--- config.mk ---
export PLATFORM = sky130hd
export DESIGN_NAME = clk_div_monitor
export DESIGN_NICKNAME = d
export VERILOG_FILES = /design/src/rtl/clk_div_monitor.sv
export SDC_FILE = /design/constraint.sdc
export NUM_CORES = 1
export LEC_CHECK = 0
export BUFFER_PORTS_ARGS = -buffer_cell sky130_fd_sc_hd__buf_2
export CAP_MARGIN = 15
export CORE_MARGIN = 2
export CORE_UTILIZATION = 28
export CTS_CLUSTER_DIAMETER = 50
export DETAILED_ROUTE_END_ITERATION = 7
export GPL_TIMING_DRIVEN = 0
export PLACE_DENSITY = 0.48
export SYNTH_ARGS = -nofsm -noshare
export SYNTH_HDL_FRONTEND = slang
export SYNTH_SLANG_ARGS = --single-unit
--- constraint.sdc ---
create_clock -name clk_in -period 4.2 [get_ports clk_in]
set_input_delay 0 -clock clk_in [delete_from_list [all_inputs] [get_ports clk_in]]
set_output_delay 0 -clock clk_in [all_outputs]
set_load 0.02 [all_outputs]
--- src/rtl/clk_div_monitor.sv ---
// Divided-clock health monitor: syncs clk_div_in, strobes its edges,
// measures rise-to-rise period and tracks lock / loss-of-lock events.
module clk_div_monitor #(
    parameter int EXP_PERIOD = 8,
    parameter int TOL        = 0,
    parameter int LOCK_CNT   = 4,
    parameter int TIMEOUT    = 32,
    parameter int CNT_W      = 6
) (
    input  logic             clk_in,
    input  logic             rst_n,
    input  logic             clk_div_in,
    output logic             rise_pulse,
    output logic             fall_pulse,
    output logic [CNT_W-1:0] period,
    output logic             period_valid,
    output logic             locked,
    output logic             fault_pulse,
    output logic [7:0]       fault_count
);
    localparam int GW = $clog2(LOCK_CNT + 1);
    localparam logic [CNT_W-1:0] TMO = CNT_W'(TIMEOUT);
    localparam logic [GW-1:0] LOCK_LAST = GW'(LOCK_CNT - 1);

    typedef enum logic [1:0] {
        IDLE,
        MEASURE,
        LOCKED
    } state_e;

    state_e           state_q, state_d;
    logic             s1_q, s2_q, s3_q;
    logic             rise_q, fall_q;
    logic [CNT_W-1:0] cnt_q, cnt_d;
    logic [GW-1:0]    good_q, good_d;
    logic [CNT_W-1:0] period_q, period_d;
    logic             pv_q, pv_d;
    logic             locked_q, locked_d;
    logic             fault_q, fault_d;
    logic [7:0]       fcnt_q, fcnt_d;
    logic [7:0]       fcnt_inc;
    logic             d_rise, d_fall, good_per, timeout;

    assign d_rise   = s2_q & ~s3_q;
    assign d_fall   = ~s2_q & s3_q;
    assign timeout  = (cnt_q == TMO) & ~d_rise;
    assign good_per = (int'(cnt_q) + TOL >= EXP_PERIOD) &&
                      (int'(cnt_q) <= EXP_PERIOD + TOL);
    assign fcnt_inc = (fcnt_q == 8'hFF) ? fcnt_q : fcnt_q + 8'd1;

    // Counter saturates so a stopped clock leaves cnt parked at TIMEOUT.
    assign cnt_d = d_rise ? CNT_W'(1) :
                   (cnt_q == TMO) ? cnt_q : cnt_q + CNT_W'(1);

    always_comb begin
        state_d  = state_q;
        good_d   = good_q;
        period_d = period_q;
        pv_d     = pv_q;
        locked_d = locked_q;
        fault_d  = 1'b0;
        fcnt_d   = fcnt_q;
        unique case (state_q)
            IDLE: begin
                if (d_rise) begin
                    state_d = MEASURE;
                    good_d  = '0;
                end
            end
            MEASURE: begin
                if (d_rise) begin
                    period_d = cnt_q;
                    pv_d     = 1'b1;
                    if (!good_per) begin
                        good_d = '0;
                    end else begin
                        good_d = good_q + GW'(1);
                        if (good_q == LOCK_LAST) begin
                            state_d  = LOCKED;
                            locked_d = 1'b1;
                        end
                    end
                end else if (timeout) begin
                    state_d  = IDLE;
                    pv_d     = 1'b0;
                    locked_d = 1'b0;
                    good_d   = '0;
                end
            end
            LOCKED: begin
                if (d_rise) begin
                    period_d = cnt_q;
                    if (!good_per) begin
                        state_d  = MEASURE;
                        good_d   = '0;
                        locked_d = 1'b0;
                        fault_d  = 1'b1;
                        fcnt_d   = fcnt_inc;
                    end
                end else if (timeout) begin
                    state_d  = IDLE;
                    pv_d     = 1'b0;
                    locked_d = 1'b0;
                    good_d   = '0;
                    fault_d  = 1'b1;
                    fcnt_d   = fcnt_inc;
                end
            end
            default: state_d = IDLE;
        endcase
    end

    always_ff @(posedge clk_in) begin
        if (!rst_n) begin
            state_q  <= IDLE;
            s1_q     <= 1'b0;
            s2_q     <= 1'b0;
            s3_q     <= 1'b0;
            rise_q   <= 1'b0;
            fall_q   <= 1'b0;
            cnt_q    <= '0;
            good_q   <= '0;
            period_q <= '0;
            pv_q     <= 1'b0;
            locked_q <= 1'b0;
            fault_q  <= 1'b0;
            fcnt_q   <= '0;
        end else begin
            state_q  <= state_d;
            s1_q     <= clk_div_in;
            s2_q     <= s1_q;
            s3_q     <= s2_q;
            rise_q   <= d_rise;
            fall_q   <= d_fall;
            cnt_q    <= cnt_d;
            good_q   <= good_d;
            period_q <= period_d;
            pv_q     <= pv_d;
            locked_q <= locked_d;
            fault_q  <= fault_d;
            fcnt_q   <= fcnt_d;
        end
    end

    assign rise_pulse   = rise_q;
    assign fall_pulse   = fall_q;
    assign period       = period_q;
    assign period_valid = pv_q;
    assign locked       = locked_q;
    assign fault_pulse  = fault_q;
    assign fault_count  = fcnt_q;

endmodule

# Word-level counts from Yosys, hierarchy flattened
# Index checks and enable logic that the tools add are counted.
[op_classes] addsub=3 n_lt_le_gt_ge=2 eq_ne=12 n_mux=35 bitwise_logic=7 reduce_logical=14
[ops] cell="8-bit two-way mux" count=4
[ops] cell="3-bit two-way mux" count=6
[ops] cell="1-bit two-way mux" count=14
[ops] cell="2-bit two-way mux" count=7
[ops] cell="3-bit inequality test, second input constant" count=3
[ops] cell="3-bit one-hot mux with 3 select lines" count=1
[ops] cell="8-bit by 1-bit adder with 8-bit output, second input constant" count=1
[ops] cell="8-bit == test, second input constant" count=1
[ops] cell="2-bit inequality test, second input constant" count=4
[ops] cell="4-bit AND reduction" count=2
[ops] cell="6-bit by 1-bit adder with 6-bit output, second input constant" count=1
[ops] cell="6-bit == test, second input constant" count=1
[ops] cell="6-bit by 4-bit greater-or-equal comparator with 1-bit output, second input constant" count=1
[ops] cell="6-bit by 4-bit <= comparator with 1-bit output, second input constant" count=1
[ops] cell="2-bit one-hot mux with 3 select lines" count=1
[ops] cell="2-bit AND reduction" count=3
[ops] cell="3-bit AND reduction" count=2
[ops] cell="1-bit NOT" count=4
[ops] cell="1-bit one-hot mux with 2 select lines" count=2
[ops] cell="2-bit nonzero test" count=2
[ops] cell="2-bit OR reduction" count=2
[ops] cell="3-bit by 1-bit adder with 3-bit output, second input constant" count=1
[ops] cell="1-bit AND" count=3
[ops] cell="3-bit by 2-bit == test with 1-bit output, second input constant" count=1
[ops] cell="other kinds (5)" count=5
[totals] regBits=33 inputBits=3

# Longest topological paths before layout
# Gate-level depths: netlist (run 1).
[logic_depth] ltp_word=7 mapped_depth=8 depth_no_buf=7

# Worst setup path before layout (run 1)
# OpenSTA, ideal clock, no wires.
[synth_timing] path_type="flip-flop to flip-flop" startpoint="register cnt_q[0]" endpoint="register good_q[1]" setup_ns=0.070 arrival_ns=1.893 slack_ns=2.237 stages_incl_launch_ff=8 n_path_buf=1 synth_period_minus_slack_ns=1.963 cell_sequence="dfxtp_1 -> inv_1 -> ha_1 -> or3b_1 -> buf_6 -> or3_1 -> or4_1 -> o2bb2ai_1"
[synth_via] elab_chain_cells=5 elab_cells_between_ends=12 classes_between="order compare (2); eq/ne (2); mux (5); bitwise (1); reduce/logical (2)"
[synth_rtl] item="start, declared" line="34" text="logic [CNT_W-1:0] cnt_q, cnt_d;"
[synth_rtl] item="start signal, assigned" line="135" text="cnt_q <= cnt_d;"
[synth_rtl] item="6-bit by 4-bit greater-or-equal comparator with 1-bit output (tied with other cells)" line="47" text="assign good_per = (int'(cnt_q) + TOL >= EXP_PERIOD) &&"
[synth_rtl] item="1-bit logical AND / 1-bit AND (equally long branches)" line="47, 46"
[synth_rtl] item="3-bit two-way mux (on tied branches) (2 in series)"
[synth_rtl] item="3-bit one-hot mux with 3 select lines" line="63" text="unique case (state_q)"
[synth_rtl] item="end signal, assigned" line="136" text="good_q <= good_d;"
[synth_rtl] item="end, declared" line="35" text="logic [GW-1:0] good_q, good_d;"
# Several ways; a longest one is shown, not always the timed one.
# A chain may end at the register's enable or synchronous reset.

# Worst setup path in the final report (run 1)
[layout_timing] startpoint="register cnt_q[0]" endpoint="register fcnt_q[2] (netlist: fault_count[2])"
[layout_via] elab_chain_cells=4 elab_cells_between_ends=8 classes_between="order compare (2); eq/ne (2); bitwise (1); reduce/logical (3)"
[layout_rtl] item="6-bit by 4-bit greater-or-equal comparator with 1-bit output (tied with other cells)" line="47"
[layout_rtl] item="1-bit logical AND / 1-bit AND (equally long branches)" line="47, 46"
[layout_rtl] item="2-bit inequality test (no line) / 2-bit nonzero test (equally long branches)"
[layout_rtl] item="3-bit AND reduction (no line) (*)"
[layout_rtl] item="end signal, assigned" line="141" text="fcnt_q <= fcnt_d;"
[layout_rtl] item="end, declared" line="40" text="logic [7:0] fcnt_q, fcnt_d;"
# Every way passes the cells marked *; elsewhere a longest branch is shown, timed or not.

==> results of run 1 <==
==> metal layers <==
| layer | wire length (um) | vias to the layer above | GRT usage |
|---|---|---|---|
| li1 | - | 688 | - |
| met1 | 1790 | 618 | 0.157 |
| met3 | 123 | 2 | 0.0339 |
| met5 | 0 | - | 0 |
| met2 | 1600 | 29 | 0.184 |
| met4 | 12 | 0 | 0.0345 |
==> kinds of logic after synthesis <==
family,after synthesis
AO/OA/AOI/OAI,34
XOR/XNOR,8
adder cells (fa/ha/maj),9
buffers and inverters,19
flip-flops,33
multiplexers,4
AND/OR/NAND/NOR,75
==> path summary, 6_finish.rpt <==
check / cells past startpoint / endpoint
hold reg to reg: 1 / s2_q
setup reg to reg: 8 / fault_count[2]
setup / recovery: 8 / fault_count[2]
hold / removal: 3 / fault_count[5]
==> layout make-up <==
cell class	count	area, um2	area share
Tap cell	72	90.1	0.0470
Buffer	9	41.3	0.0216
Clock buffer	7	86.3	0.0451
Timing Repair Buffer	21	110	0.0575
Multi-Input combinational cell	130	860	0.449
Inverter	10	37.5	0.0196
Clock inverter	1	30.0	0.0157
Sequential cell	33	661	0.345
==> worst max-delay path, cell delays in order (launching register included) <==
cell and delay [ns]:
dfxtp_1 0.34, inv_1 0.10, ha_1 0.14, or3b_1 0.36
buf_6 0.15, o21a_1 0.29, nor3_4 0.34, a211oi_1 0.13
a41o_1 0.21
==> sequential cells by signal (all words and copies together) (netlist names) <==
name and flops:
cnt_q 6, rise_pulse 1, period 6, good_q 3
s3_q 1, locked 1, s2_q 1, state_q 2
period_valid 1, s1_q 1, fall_pulse 1, fault_count 8
fault_pulse 1
==> placed cells by master, fill, tap and decap left out, types with 6 or more instances in the layout <==
cell and instances:
inv_1 9, a21oi_1 12, dfxtp_1 33, clkbuf_8 6, xnor2_1 6, nand3_1 10, clkbuf_1 8, nand2_1 17
nor2_1 13, nor3_1 6, ha_1 9, buf_2 20
==> timing repair <==
action / in CTS / in global routing
hold buffers: 1 / 0
endpoints found under the hold margin: 1 / 0
buffers inserted: 0 / 0
==> power groups by stage <==
stage                     Combinational, mW  Sequential (mW)  Clock [mW]
after floorplan                      0.0449            0.335           0
after global placement               0.0623            0.334           0
after detailed placement             0.0621            0.334           0
after CTS                            0.0630            0.326       0.324
after global routing                 0.0692            0.327       0.338
final                                0.0624            0.326       0.312
==> impl_metrics.xml, run 1 <==
<?xml version="1.0" encoding="UTF-8"?>
<metrics>
  <group name="status">
    <metric name="status" unit="">finished clean</metric>
  </group>
  <group name="power_and_ir_drop">
    <metric name="pwr-share-clk" unit="">0.445</metric>
    <metric name="swShare" unit="">0.234</metric>
    <metric name="cell_internal_power" unit="mW">0.537</metric>
    <metric name="power.switching" unit="mW">0.164</metric>
    <metric name="cellPowerDensity" unit="nW/um2">366</metric>
    <metric name="power.sequential.fraction" unit="">0.466</metric>
    <metric name="max-vdd-ir-drop" unit="mV">0.169</metric>
    <metric name="total_power" unit="mW">0.701</metric>
    <metric name="p_leak" unit="nW">0.760</metric>
    <metric name="p_comb_frac" unit="">0.089</metric>
  </group>
  <group name="clocking">
    <metric name="clk_path_buf_depth" unit="">2</metric>
    <metric name="cts_max_level" unit="">2</metric>
    <metric name="tritoncts_clock_tree" unit="">done</metric>
    <metric name="cts.clk_slew.worst_paths" unit="ns">0.07</metric>
    <metric name="clock_sink_count" unit="">33</metric>
    <metric name="cts_buffer_count" unit="">5</metric>
    <metric name="root_buffer" unit="">clkbuf_8</metric>
    <metric name="cts_resized" unit="">0</metric>
    <metric name="insertion_delay" unit="ns">0.28</metric>
  </group>
  <group name="floorplan">
    <metric name="design.die.area" unit="um2">6330</metric>
    <metric name="floorplan_die_height" unit="um">79.6</metric>
    <metric name="fp-row-count" unit="">27</metric>
    <metric name="initial_core_util" unit="">0.290</metric>
    <metric name="die_w" unit="um">79.6</metric>
    <metric name="i_o_pins" unit="">22</metric>
    <metric name="floorplan.core_area" unit="um2">5510</metric>
  </group>
  <group name="timing">
    <metric name="rsz0062_at_grt" unit="">false</metric>
    <metric name="final_max_slew_viol_count" unit="">0</metric>
    <metric name="timing.final.ws_setup" unit="ns">2.04</metric>
    <metric name="max_freq" unit="MHz">463</metric>
    <metric name="setup_total_negative_slack" unit="ns">0</metric>
    <metric name="finalWorstPathRequiredPeriod" unit="ns">2.16</metric>
    <metric name="worst_clock_skew" unit="ns">0.00613</metric>
    <metric name="hold_viol" unit="">0</metric>
    <metric name="post-route-period-util" unit="">0.515</metric>
    <metric name="setup_viol" unit="">0</metric>
    <metric name="slew_headroom" unit="">0.600</metric>
    <metric name="worst_hold_slack" unit="ns">0.128</metric>
    <metric name="tightestPinTransition" unit="ns">0.598</metric>
  </group>
  <group name="synthesis">
    <metric name="synth_cells" unit="">182</metric>
    <metric name="synth_simple_gate_area_share" unit="">0.250</metric>
    <metric name="synth_warnings" unit="">0</metric>
    <metric name="yosys-top-cells-count" unit="">33 x dfxtp_1, 17 x nand2_1, 13 x nor2_1, 12 x a21oi_1, 10 x nand3_1</metric>
    <metric name="synth_async_sr_flop_share" unit="">0</metric>
    <metric name="yosys.area_share.adder" unit="">0.0704</metric>
    <metric name="synth-main-ff-cell" unit="">dfxtp_1</metric>
    <metric name="synth_top_area_cell" unit="">dfxtp_1</metric>
    <metric name="synth_top_area_share" unit="">0.413</metric>
    <metric name="synth-edff-count" unit="">0</metric>
    <metric name="avgSynthCellArea" unit="um2">8.79</metric>
    <metric name="synth_top_family_by_area" unit="">simple AND/OR/NAND/NOR gates</metric>
    <metric name="mappedNetlistNets" unit="">194</metric>
    <metric name="synth_compound_gate_area_share" unit="">0.148</metric>
    <metric name="netlist-cell-type-count" unit="">41</metric>
    <metric name="yosysSeqAreaShare" unit="">0.413</metric>
    <metric name="synth.cell_area" unit="um2">1600</metric>
    <metric name="multiplexer_share_of_the_synthesized_area" unit="">0.0250</metric>
    <metric name="post_synth_main_area_contributors" unit="">dfxtp_1 41%, ha_1 7.0%, nand2_1 4.0%</metric>
    <metric name="synth.ff_latch_count" unit="">33</metric>
    <metric name="most_common_cell_in_the_netlist" unit="">dfxtp_1</metric>
    <metric name="share_of_the_synthesized_netlist_area_taken_by_xor_and_xnor_gates" unit="">0.0438</metric>
  </group>
  <group name="placed_design">
    <metric name="post-place-ws" unit="ns">2.05</metric>
    <metric name="port_buffers" unit="">20</metric>
    <metric name="numPlacedInstances" unit="">274</metric>
    <metric name="hpwlAfterDp" unit="um">2540</metric>
    <metric name="dpl-instance-area" unit="um2">1790</metric>
    <metric name="gp_routability_congestion" unit="">0.743</metric>
  </group>
  <group name="routing">
    <metric name="routed_wire_length_per_instance" unit="um">12.5</metric>
    <metric name="route.detailed.vias_per_inst" unit="">4.72</metric>
    <metric name="via_count" unit="">1337</metric>
    <metric name="drt-total-wl" unit="um">3530</metric>
    <metric name="dr.pass1.iters" unit="">4</metric>
    <metric name="drc" unit="">0</metric>
    <metric name="antenna_left" unit="">0</metric>
    <metric name="detail_route.iter0.violations" unit="">82</metric>
  </group>
  <group name="global_routing">
    <metric name="grtUsageTotal" unit="">0.118</metric>
    <metric name="first_global_vias" unit="">1213</metric>
    <metric name="grt_start_max_net_pins" unit="">11</metric>
    <metric name="grt_overflow" unit="">0</metric>
    <metric name="grt_pass1_wl" unit="um">5760</metric>
    <metric name="grt_antenna_before_repair" unit="">0</metric>
  </group>
  <group name="finish">
    <metric name="num-fill-cells" unit="">577</metric>
    <metric name="antenna_cells_inserted" unit="">0</metric>
    <metric name="final_layout_size_suffix_gt1_frac" unit="">0.147</metric>
    <metric name="post_layout_nonfiller_instances" unit="">283</metric>
    <metric name="fin_area" unit="um2">1920</metric>
    <metric name="layout-area-overhead-vs-synth" unit="%">19.8</metric>
    <metric name="final_util" unit="">0.348</metric>
    <metric name="fin_nets" unit="">222</metric>
  </group>
  <group name="setup_path">
    <metric name="start_kind" unit="">register</metric>
    <metric name="cp-startpoint" unit="">cnt_q[0]</metric>
    <metric name="critPathMaxFanout" unit="">7</metric>
    <metric name="worstSetupPathType" unit="">reg -&gt; reg</metric>
    <metric name="rrSetupSlack" unit="ns">2.04</metric>
    <metric name="critical_path_required" unit="ns">4.37</metric>
    <metric name="worst-endpoint-arrival" unit="ns">2.34</metric>
    <metric name="r2r_start" unit="">cnt_q[0]</metric>
    <metric name="timing.critical_path.to_type" unit="">register</metric>
  </group>
  <group name="min_path">
    <metric name="worstHoldStart" unit="">rst_n</metric>
    <metric name="hold_class" unit="">in -&gt; reg</metric>
  </group>
  <group name="run">
    <metric name="max_cap_viol_count" unit="">0</metric>
  </group>
</metrics>
(Power assumes the default switching activity.)
==> inputs of run 2 (changes only) <==
--- a/config.mk
+++ b/config.mk
@@ -12,7 +12,7 @@
 export CTS_CLUSTER_DIAMETER = 50
 export DETAILED_ROUTE_END_ITERATION = 7
 export GPL_TIMING_DRIVEN = 0
-export PLACE_DENSITY = 0.48
+export PLACE_DENSITY = 0.49
 export SYNTH_ARGS = -nofsm -noshare
 export SYNTH_HDL_FRONTEND = slang
 export SYNTH_SLANG_ARGS = --single-unit
==> constraint.sdc (replaced) <==
create_clock -name clk_in -period 1.8 [get_ports clk_in]
set_input_delay 0 -clock clk_in [delete_from_list [all_inputs] [get_ports clk_in]]
set_output_delay 0 -clock clk_in [all_outputs]
set_load 0.02 [all_outputs]
==> run 2 against run 1 <==
  * The flow now finishes with violations (setup timing)
  * Maximum frequency increased by 10%
  * Worst hold slack improved by 0.041 ns
  * Register-to-register slack lost 2.2 ns
  * Power rose by 110%
  * Setup slack lost 2.2 ns
  * Global-route usage up 0.80 points
  * Clock power grew 63%
  * Sequential cell count did not move
  * Clock-buffer cell count decreased by 2
  * Final area increased by 8.7%
  * Critical path depth fell by 1
  * Clock skew is 0.0037 ns lower
  * Critical endpoint is now good_q[1]
  * Largest cell class unchanged
==> impl_metrics.xml, run 2 (synthesis results as in run 1) <==
<?xml version="1.0" encoding="UTF-8"?>
<metrics>
  <group name="power_and_ir_drop">
    <metric name="max-vdd-ir-drop" unit="mV">0.351</metric>
    <metric name="cellPowerDensity" unit="nW/um2">702</metric>
    <metric name="p_leak" unit="nW">0.835</metric>
    <metric name="total_power" unit="mW">1.46</metric>
  </group>
  <group name="routing">
    <metric name="drt-total-wl" unit="um">3710</metric>
    <metric name="route.detailed.vias_per_inst" unit="">4.79</metric>
    <metric name="detail_route.iter0.violations" unit="">71</metric>
    <metric name="drc" unit="">0</metric>
    <metric name="antenna_left" unit="">0</metric>
    <metric name="routed_wire_length_per_instance" unit="um">12.8</metric>
    <metric name="via_count" unit="">1394</metric>
    <metric name="dr.pass1.iters" unit="">4</metric>
  </group>
  <group name="timing">
    <metric name="slew_headroom" unit="">0.667</metric>
    <metric name="setup_viol" unit="">14</metric>
    <metric name="timing.final.ws_setup" unit="ns">-0.162</metric>
    <metric name="final_max_slew_viol_count" unit="">0</metric>
    <metric name="post-route-period-util" unit="">1.09</metric>
    <metric name="rsz0062_at_grt" unit="">true</metric>
    <metric name="max_freq" unit="MHz">510</metric>
    <metric name="worst_hold_slack" unit="ns">0.170</metric>
    <metric name="finalWorstPathRequiredPeriod" unit="ns">1.96</metric>
    <metric name="worst_clock_skew" unit="ns">0.00239</metric>
    <metric name="tightestPinTransition" unit="ns">0.500</metric>
    <metric name="hold_viol" unit="">0</metric>
  </group>
  <group name="clocking">
    <metric name="root_buffer" unit="">clkbuf_8</metric>
    <metric name="tritoncts_clock_tree" unit="">done</metric>
    <metric name="insertion_delay" unit="ns">0.28</metric>
    <metric name="clock_sink_count" unit="">33</metric>
    <metric name="cts_max_level" unit="">2</metric>
    <metric name="clk_path_buf_depth" unit="">2</metric>
    <metric name="cts_buffer_count" unit="">5</metric>
    <metric name="cts.clk_slew.worst_paths" unit="ns">0.07</metric>
  </group>
  <group name="min_path">
    <metric name="hold_class" unit="">in -&gt; reg</metric>
    <metric name="whs_path_depth" unit="">3</metric>
    <metric name="worst_hold_path.endpoint" unit="">fault_count[5]</metric>
    <metric name="worstHoldStart" unit="">rst_n</metric>
  </group>
  <group name="setup_path">
    <metric name="r2r_start" unit="">cnt_q[0]</metric>
    <metric name="worst-r2r-cell-count" unit="">7</metric>
    <metric name="slowest_delay" unit="ns">0.44</metric>
    <metric name="cp_num_buf_inv" unit="">2</metric>
    <metric name="start_kind" unit="">register</metric>
    <metric name="critPathMaxFanout" unit="">6</metric>
    <metric name="critical_path_required" unit="ns">2.01</metric>
    <metric name="cp_top_family" unit="">simple AND/OR/NAND/NOR gates</metric>
    <metric name="slowest_stage" unit="">or4_4</metric>
    <metric name="cp_cell_sequence" unit="">inv_2 &gt; ha_1 &gt; or3b_1 &gt; buf_6 &gt; or3_4 &gt; or4_4 &gt; o2bb2ai_2</metric>
    <metric name="worst-endpoint-arrival" unit="ns">2.18</metric>
    <metric name="timing.critical_path.to_type" unit="">register</metric>
    <metric name="reg2reg_to" unit="">good_q[1]</metric>
    <metric name="rrSetupSlack" unit="ns">-0.16</metric>
    <metric name="worstSetupPathType" unit="">reg -&gt; reg</metric>
  </group>
  <group name="placed_design">
    <metric name="port_buffers" unit="">20</metric>
    <metric name="dpl-instance-area" unit="um2">1800</metric>
    <metric name="gp_routability_congestion" unit="">0.772</metric>
    <metric name="post-place-ws" unit="ns">-0.266</metric>
    <metric name="hpwlAfterDp" unit="um">2560</metric>
  </group>
  <group name="finish">
    <metric name="largest_register_ffs" unit="">8</metric>
    <metric name="multiInputGateArea" unit="um2">955</metric>
    <metric name="final_layout_size_suffix_gt1_frac" unit="">0.274</metric>
    <metric name="num-fill-cells" unit="">577</metric>
    <metric name="layout-area-overhead-vs-synth" unit="%">30.2</metric>
    <metric name="fin_area" unit="um2">2080</metric>
    <metric name="mostFrequentLayoutCell" unit="">dfxtp_1</metric>
    <metric name="antenna_cells_inserted" unit="">0</metric>
    <metric name="fin_nets" unit="">232</metric>
    <metric name="area.sequential" unit="um2">663</metric>
    <metric name="final_cell_mix" unit="">31 x dfxtp_1, 20 x buf_2, 17 x nand2_1, 12 x a21oi_1, 11 x nor2_1</metric>
  </group>
  <group name="global_routing">
    <metric name="grt_start_max_net_pins" unit="">11</metric>
    <metric name="grt_overflow" unit="">0</metric>
    <metric name="grtUsageTotal" unit="">0.126</metric>
    <metric name="grt_antenna_before_repair" unit="">0</metric>
    <metric name="grt_pass1_wl" unit="um">6240</metric>
    <metric name="first_global_vias" unit="">1338</metric>
  </group>
  <group name="run">
    <metric name="max_cap_viol_count" unit="">0</metric>
  </group>
  <group name="floorplan">
    <metric name="floorplan.core_area" unit="um2">5510</metric>
    <metric name="initial_core_util" unit="">0.290</metric>
    <metric name="i_o_pins" unit="">22</metric>
    <metric name="fp-row-count" unit="">27</metric>
    <metric name="design.die.area" unit="um2">6330</metric>
    <metric name="die_w" unit="um">79.6</metric>
    <metric name="floorplan_die_height" unit="um">79.6</metric>
  </group>
  <group name="status">
    <metric name="status" unit="">finished with violations</metric>
    <metric name="failing_checks" unit="">setup timing</metric>
  </group>
</metrics>
==> run 2: layer usage <==
layer | GRT usage | wire length, um | up-vias
li1 | - | - | 709
met5 | 0 | 0 | -
met1 | 0.151 | 1740 | 655
met4 | 0.0517 | 41 | 0
met2 | 0.217 | 1790 | 26
met3 | 0.0260 | 136 | 4
==> run 2: timing repair <==
item | in CTS | in global routing
pin swaps | 9 | 9
gates resized for setup | 21 | 3
hold endpoints to repair | 1 | 0
endpoints found under the setup margin | 17 | 15
setup buffers | 11 | 1
hold buffers | 1 | 0
==> run 2: worst max-delay path by stage <==
stage | from | endpoint | cells after the start
after floorplan | cnt_q[0] | good_q[1] | 7
after global placement | cnt_q[0] | good_q[1] | 7
after detailed placement | cnt_q[0] | good_q[1] | 7
after CTS | cnt_q[0] | good_q[1] | 7
after global routing | cnt_q[0] | fault_count[0] | 11
final | cnt_q[0] | good_q[1] | 7
==> run 2: layout make-up <==
cell class | instances | share of cell area
multi-input combinational | 130 | 0.459
sequential | 33 | 0.319
timing repair buffer | 33 | 0.109
tap | 72 | 0.0433
clock buffer | 5 | 0.0331
inverter | 10 | 0.0180
buffer | 7 | 0.0168
clock inverter | 1 | 0.00240
==> run 2: where the power goes <==
part	internal (mW)	total, mW	leakage [nW]	switching (mW)
clock	0.254	0.509	0.0399	0.255
combinational	0.0851	0.194	0.527	0.109
sequential	0.748	0.759	0.268	0.0119
==> run 2: tightest hold or removal path: stages <==
cell,delay (ns)
clkbuf_1,0.21
nand2b_1,0.13
mux2i_1,0.06
==> run 2: stage by stage <==
stage | util | TNS, ns | std cells
final | 0.378 | -1.60 | 291
after global routing | 0.378 | -3.03 | 291
after CTS | 0.376 | -1.89 | 291
after detailed placement | 0.327 | -2.41 | 274
after global placement | 0.327 | -2.50 | 274
after floorplan | - | -0.476 | 182
==> inputs of run 3 (changes only) <==
--- a/config.mk
+++ b/config.mk
@@ -9,10 +9,12 @@
 export CAP_MARGIN = 15
 export CORE_MARGIN = 2
 export CORE_UTILIZATION = 28
+export CTS_BUF_LIST = sky130_fd_sc_hd__clkbuf_2 sky130_fd_sc_hd__clkbuf_4 sky130_fd_sc_hd__clkbuf_8
 export CTS_CLUSTER_DIAMETER = 50
 export DETAILED_ROUTE_END_ITERATION = 7
 export GPL_TIMING_DRIVEN = 0
 export PLACE_DENSITY = 0.49
+export SKIP_LAST_GASP = 1
 export SYNTH_ARGS = -nofsm -noshare
 export SYNTH_HDL_FRONTEND = slang
 export SYNTH_SLANG_ARGS = --single-unit
==> constraint.sdc (replaced) <==
create_clock -name clk_in -period 1.7 [get_ports clk_in]
set_input_delay 0 -clock clk_in [delete_from_list [all_inputs] [get_ports clk_in]]
set_output_delay 0 -clock clk_in [all_outputs]
set_load 0.02 [all_outputs]
==> run 3 against run 2 <==
  * The flow still finishes with violations (setup timing)
  * Combinational power grew 4%
  * Worst hold slack got worse by 0.021 ns
  * Setup slack got worse by 0.082 ns
  * Register-to-register slack got worse by 0.08 ns
  * Power up 10%
  * Sequential cell count stayed put
  * Sequential power increased by 5.8%
  * Wire length decreased by 2.9%
  * Via count is 2.4% lower
==> impl_metrics.xml, run 3 (synthesis results as in run 1) <==
<?xml version="1.0" encoding="UTF-8"?>
<metrics>
  <group name="status">
    <metric name="status" unit="">finished with violations</metric>
    <metric name="failing_checks" unit="">setup timing</metric>
  </group>
  <group name="finish">
    <metric name="area.sequential" unit="um2">663</metric>
    <metric name="fin_nets" unit="">228</metric>
    <metric name="post_layout_nonfiller_instances" unit="">288</metric>
    <metric name="mostFrequentLayoutCell" unit="">dfxtp_1</metric>
    <metric name="final_cell_mix" unit="">31 x dfxtp_1, 21 x buf_2, 17 x nand2_1, 11 x a21oi_1, 10 x nor2_1</metric>
    <metric name="largest_register_ffs" unit="">8</metric>
    <metric name="multiInputGateArea" unit="um2">992</metric>
    <metric name="layout-area-overhead-vs-synth" unit="%">31.3</metric>
    <metric name="antenna_cells_inserted" unit="">0</metric>
    <metric name="num-fill-cells" unit="">559</metric>
    <metric name="final_layout_size_suffix_gt1_frac" unit="">0.296</metric>
  </group>
  <group name="timing">
    <metric name="setup_viol" unit="">15</metric>
    <metric name="final_max_slew_viol_count" unit="">0</metric>
    <metric name="timing.final.ws_setup" unit="ns">-0.244</metric>
    <metric name="slew_headroom" unit="">0.694</metric>
    <metric name="finalWorstPathRequiredPeriod" unit="ns">1.94</metric>
    <metric name="tightestPinTransition" unit="ns">0.459</metric>
    <metric name="rsz0062_at_grt" unit="">true</metric>
    <metric name="post-route-period-util" unit="">1.14</metric>
    <metric name="hold_viol" unit="">0</metric>
    <metric name="worst_clock_skew" unit="ns">0.00828</metric>
    <metric name="max_freq" unit="MHz">514</metric>
  </group>
  <group name="routing">
    <metric name="drc" unit="">0</metric>
    <metric name="antenna_left" unit="">0</metric>
    <metric name="dr.pass1.iters" unit="">4</metric>
    <metric name="route.detailed.vias_per_inst" unit="">4.72</metric>
    <metric name="detail_route.iter0.violations" unit="">59</metric>
    <metric name="via_count" unit="">1360</metric>
    <metric name="routed_wire_length_per_instance" unit="um">12.5</metric>
    <metric name="drt-total-wl" unit="um">3600</metric>
  </group>
  <group name="clocking">
    <metric name="insertion_delay" unit="ns">0.28</metric>
    <metric name="cts_buffer_count" unit="">5</metric>
    <metric name="clk_path_buf_depth" unit="">2</metric>
    <metric name="clock_sink_count" unit="">33</metric>
    <metric name="cts_max_level" unit="">2</metric>
    <metric name="tritoncts_clock_tree" unit="">done</metric>
    <metric name="cts.clk_slew.worst_paths" unit="ns">0.07</metric>
    <metric name="root_buffer" unit="">clkbuf_8</metric>
  </group>
  <group name="global_routing">
    <metric name="grt_start_max_net_pins" unit="">11</metric>
    <metric name="first_global_vias" unit="">1277</metric>
    <metric name="grt_antenna_before_repair" unit="">0</metric>
    <metric name="grt_overflow" unit="">0</metric>
    <metric name="grtUsageTotal" unit="">0.122</metric>
    <metric name="grt_pass1_wl" unit="um">6010</metric>
  </group>
  <group name="floorplan">
    <metric name="fp-row-count" unit="">27</metric>
    <metric name="die_w" unit="um">79.6</metric>
    <metric name="i_o_pins" unit="">22</metric>
    <metric name="floorplan_die_height" unit="um">79.6</metric>
    <metric name="design.die.area" unit="um2">6330</metric>
    <metric name="floorplan.core_area" unit="um2">5510</metric>
    <metric name="initial_core_util" unit="">0.290</metric>
  </group>
  <group name="setup_path">
    <metric name="timing.critical_path.to_type" unit="">register</metric>
    <metric name="worst-endpoint-arrival" unit="ns">2.15</metric>
    <metric name="critical_path_required" unit="ns">1.91</metric>
    <metric name="cp_cell_sequence" unit="">inv_2 &gt; ha_1 &gt; or3b_4 &gt; or3_4 &gt; or4_4 &gt; o2bb2ai_2</metric>
    <metric name="slowest_stage" unit="">or3b_4</metric>
    <metric name="critPathMaxFanout" unit="">7</metric>
    <metric name="rrSetupSlack" unit="ns">-0.24</metric>
    <metric name="worstSetupPathType" unit="">reg -&gt; reg</metric>
    <metric name="start_kind" unit="">register</metric>
    <metric name="slowest_delay" unit="ns">0.45</metric>
  </group>
  <group name="placed_design">
    <metric name="hpwlAfterDp" unit="um">2480</metric>
    <metric name="numPlacedInstances" unit="">274</metric>
    <metric name="post-place-ws" unit="ns">-0.361</metric>
    <metric name="gp_routability_congestion" unit="">0.736</metric>
    <metric name="port_buffers" unit="">20</metric>
  </group>
  <group name="run">
    <metric name="max_cap_viol_count" unit="">0</metric>
  </group>
  <group name="power_and_ir_drop">
    <metric name="p_leak" unit="nW">0.823</metric>
    <metric name="max-vdd-ir-drop" unit="mV">0.428</metric>
    <metric name="cellPowerDensity" unit="nW/um2">767</metric>
  </group>
  <group name="min_path">
    <metric name="hold_class" unit="">in -&gt; reg</metric>
  </group>
</metrics>
==> run 3: cell type report <==
cell class              instances  share of cell area
clock buffers                   6              0.0393
repair buffers                 30              0.0959
multi-input cells             130               0.473
well taps                      72              0.0429
clock inverters                 1             0.00358
inverters                      10              0.0179
flip-flops and latches         33               0.316
plain buffers                   6              0.0119
==> run 3: path summary, 6_finish.rpt <==
check	start	end	cells past startpoint
setup / recovery	cnt_q[0]	good_q[2]	6
hold / removal	rst_n	fault_count[5]	3
setup reg to reg	cnt_q[0]	good_q[2]	6
hold reg to reg	s1_q	s2_q	1
==> run 3: layer usage <==
layer,vias up,global-route usage,share of wire
met5,-,0,0
met2,16,0.203,0.50
met4,0,0.0362,0.0050
li1,700,-,-
met1,642,0.153,0.46
met3,2,0.0305,0.032
==> run 3: stage by stage <==
| step | TNS [ns] | utilization | total power, mW | cell area [um2] | hold WS, ns |
|---|---|---|---|---|---|
| after floorplan | -1.48 | - | 0.940 | 1610 | 0.127 |
| after global placement | -4.37 | 0.327 | 0.979 | 1800 | 0.204 |
| after detailed placement | -3.98 | 0.327 | 0.978 | 1800 | 0.217 |
| after CTS | -3.21 | 0.375 | 1.62 | 2060 | 0.147 |
| after global routing | -3.89 | 0.381 | 1.70 | 2100 | 0.182 |
| final | -2.62 | 0.381 | 1.61 | 2100 | 0.148 |
==> run 3: timing repair <==
action / in CTS / in global routing
hold buffers: 1 / 0
buffers inserted: 8 / 1
endpoints found under the setup margin: 20 / 27
hold endpoints to repair: 1 / 0
gates resized for setup: 19 / 12
pin swaps: 12 / 8
==> run 3: report_power, final <==
group / internal (mW) / leakage, nW / total, mW / switching, mW
Clock: 0.320 / 0.0433 / 0.607 / 0.287
Combinational: 0.0816 / 0.512 / 0.201 / 0.119
Sequential: 0.791 / 0.268 / 0.803 / 0.0121
==> run 3: critical path: cells and delay by family, from the launching register on <==
| family | cells | cell delay [ns] |
|---|---|---|
| adders and majority gates | 1 | 0.13 |
| AOI/OAI and AO/OA | 1 | 0.12 |
| and+or+nand+nor | 3 | 1.25 |
| buffers and inverters | 1 | 0.05 |
| DFF | 1 | 0.33 |
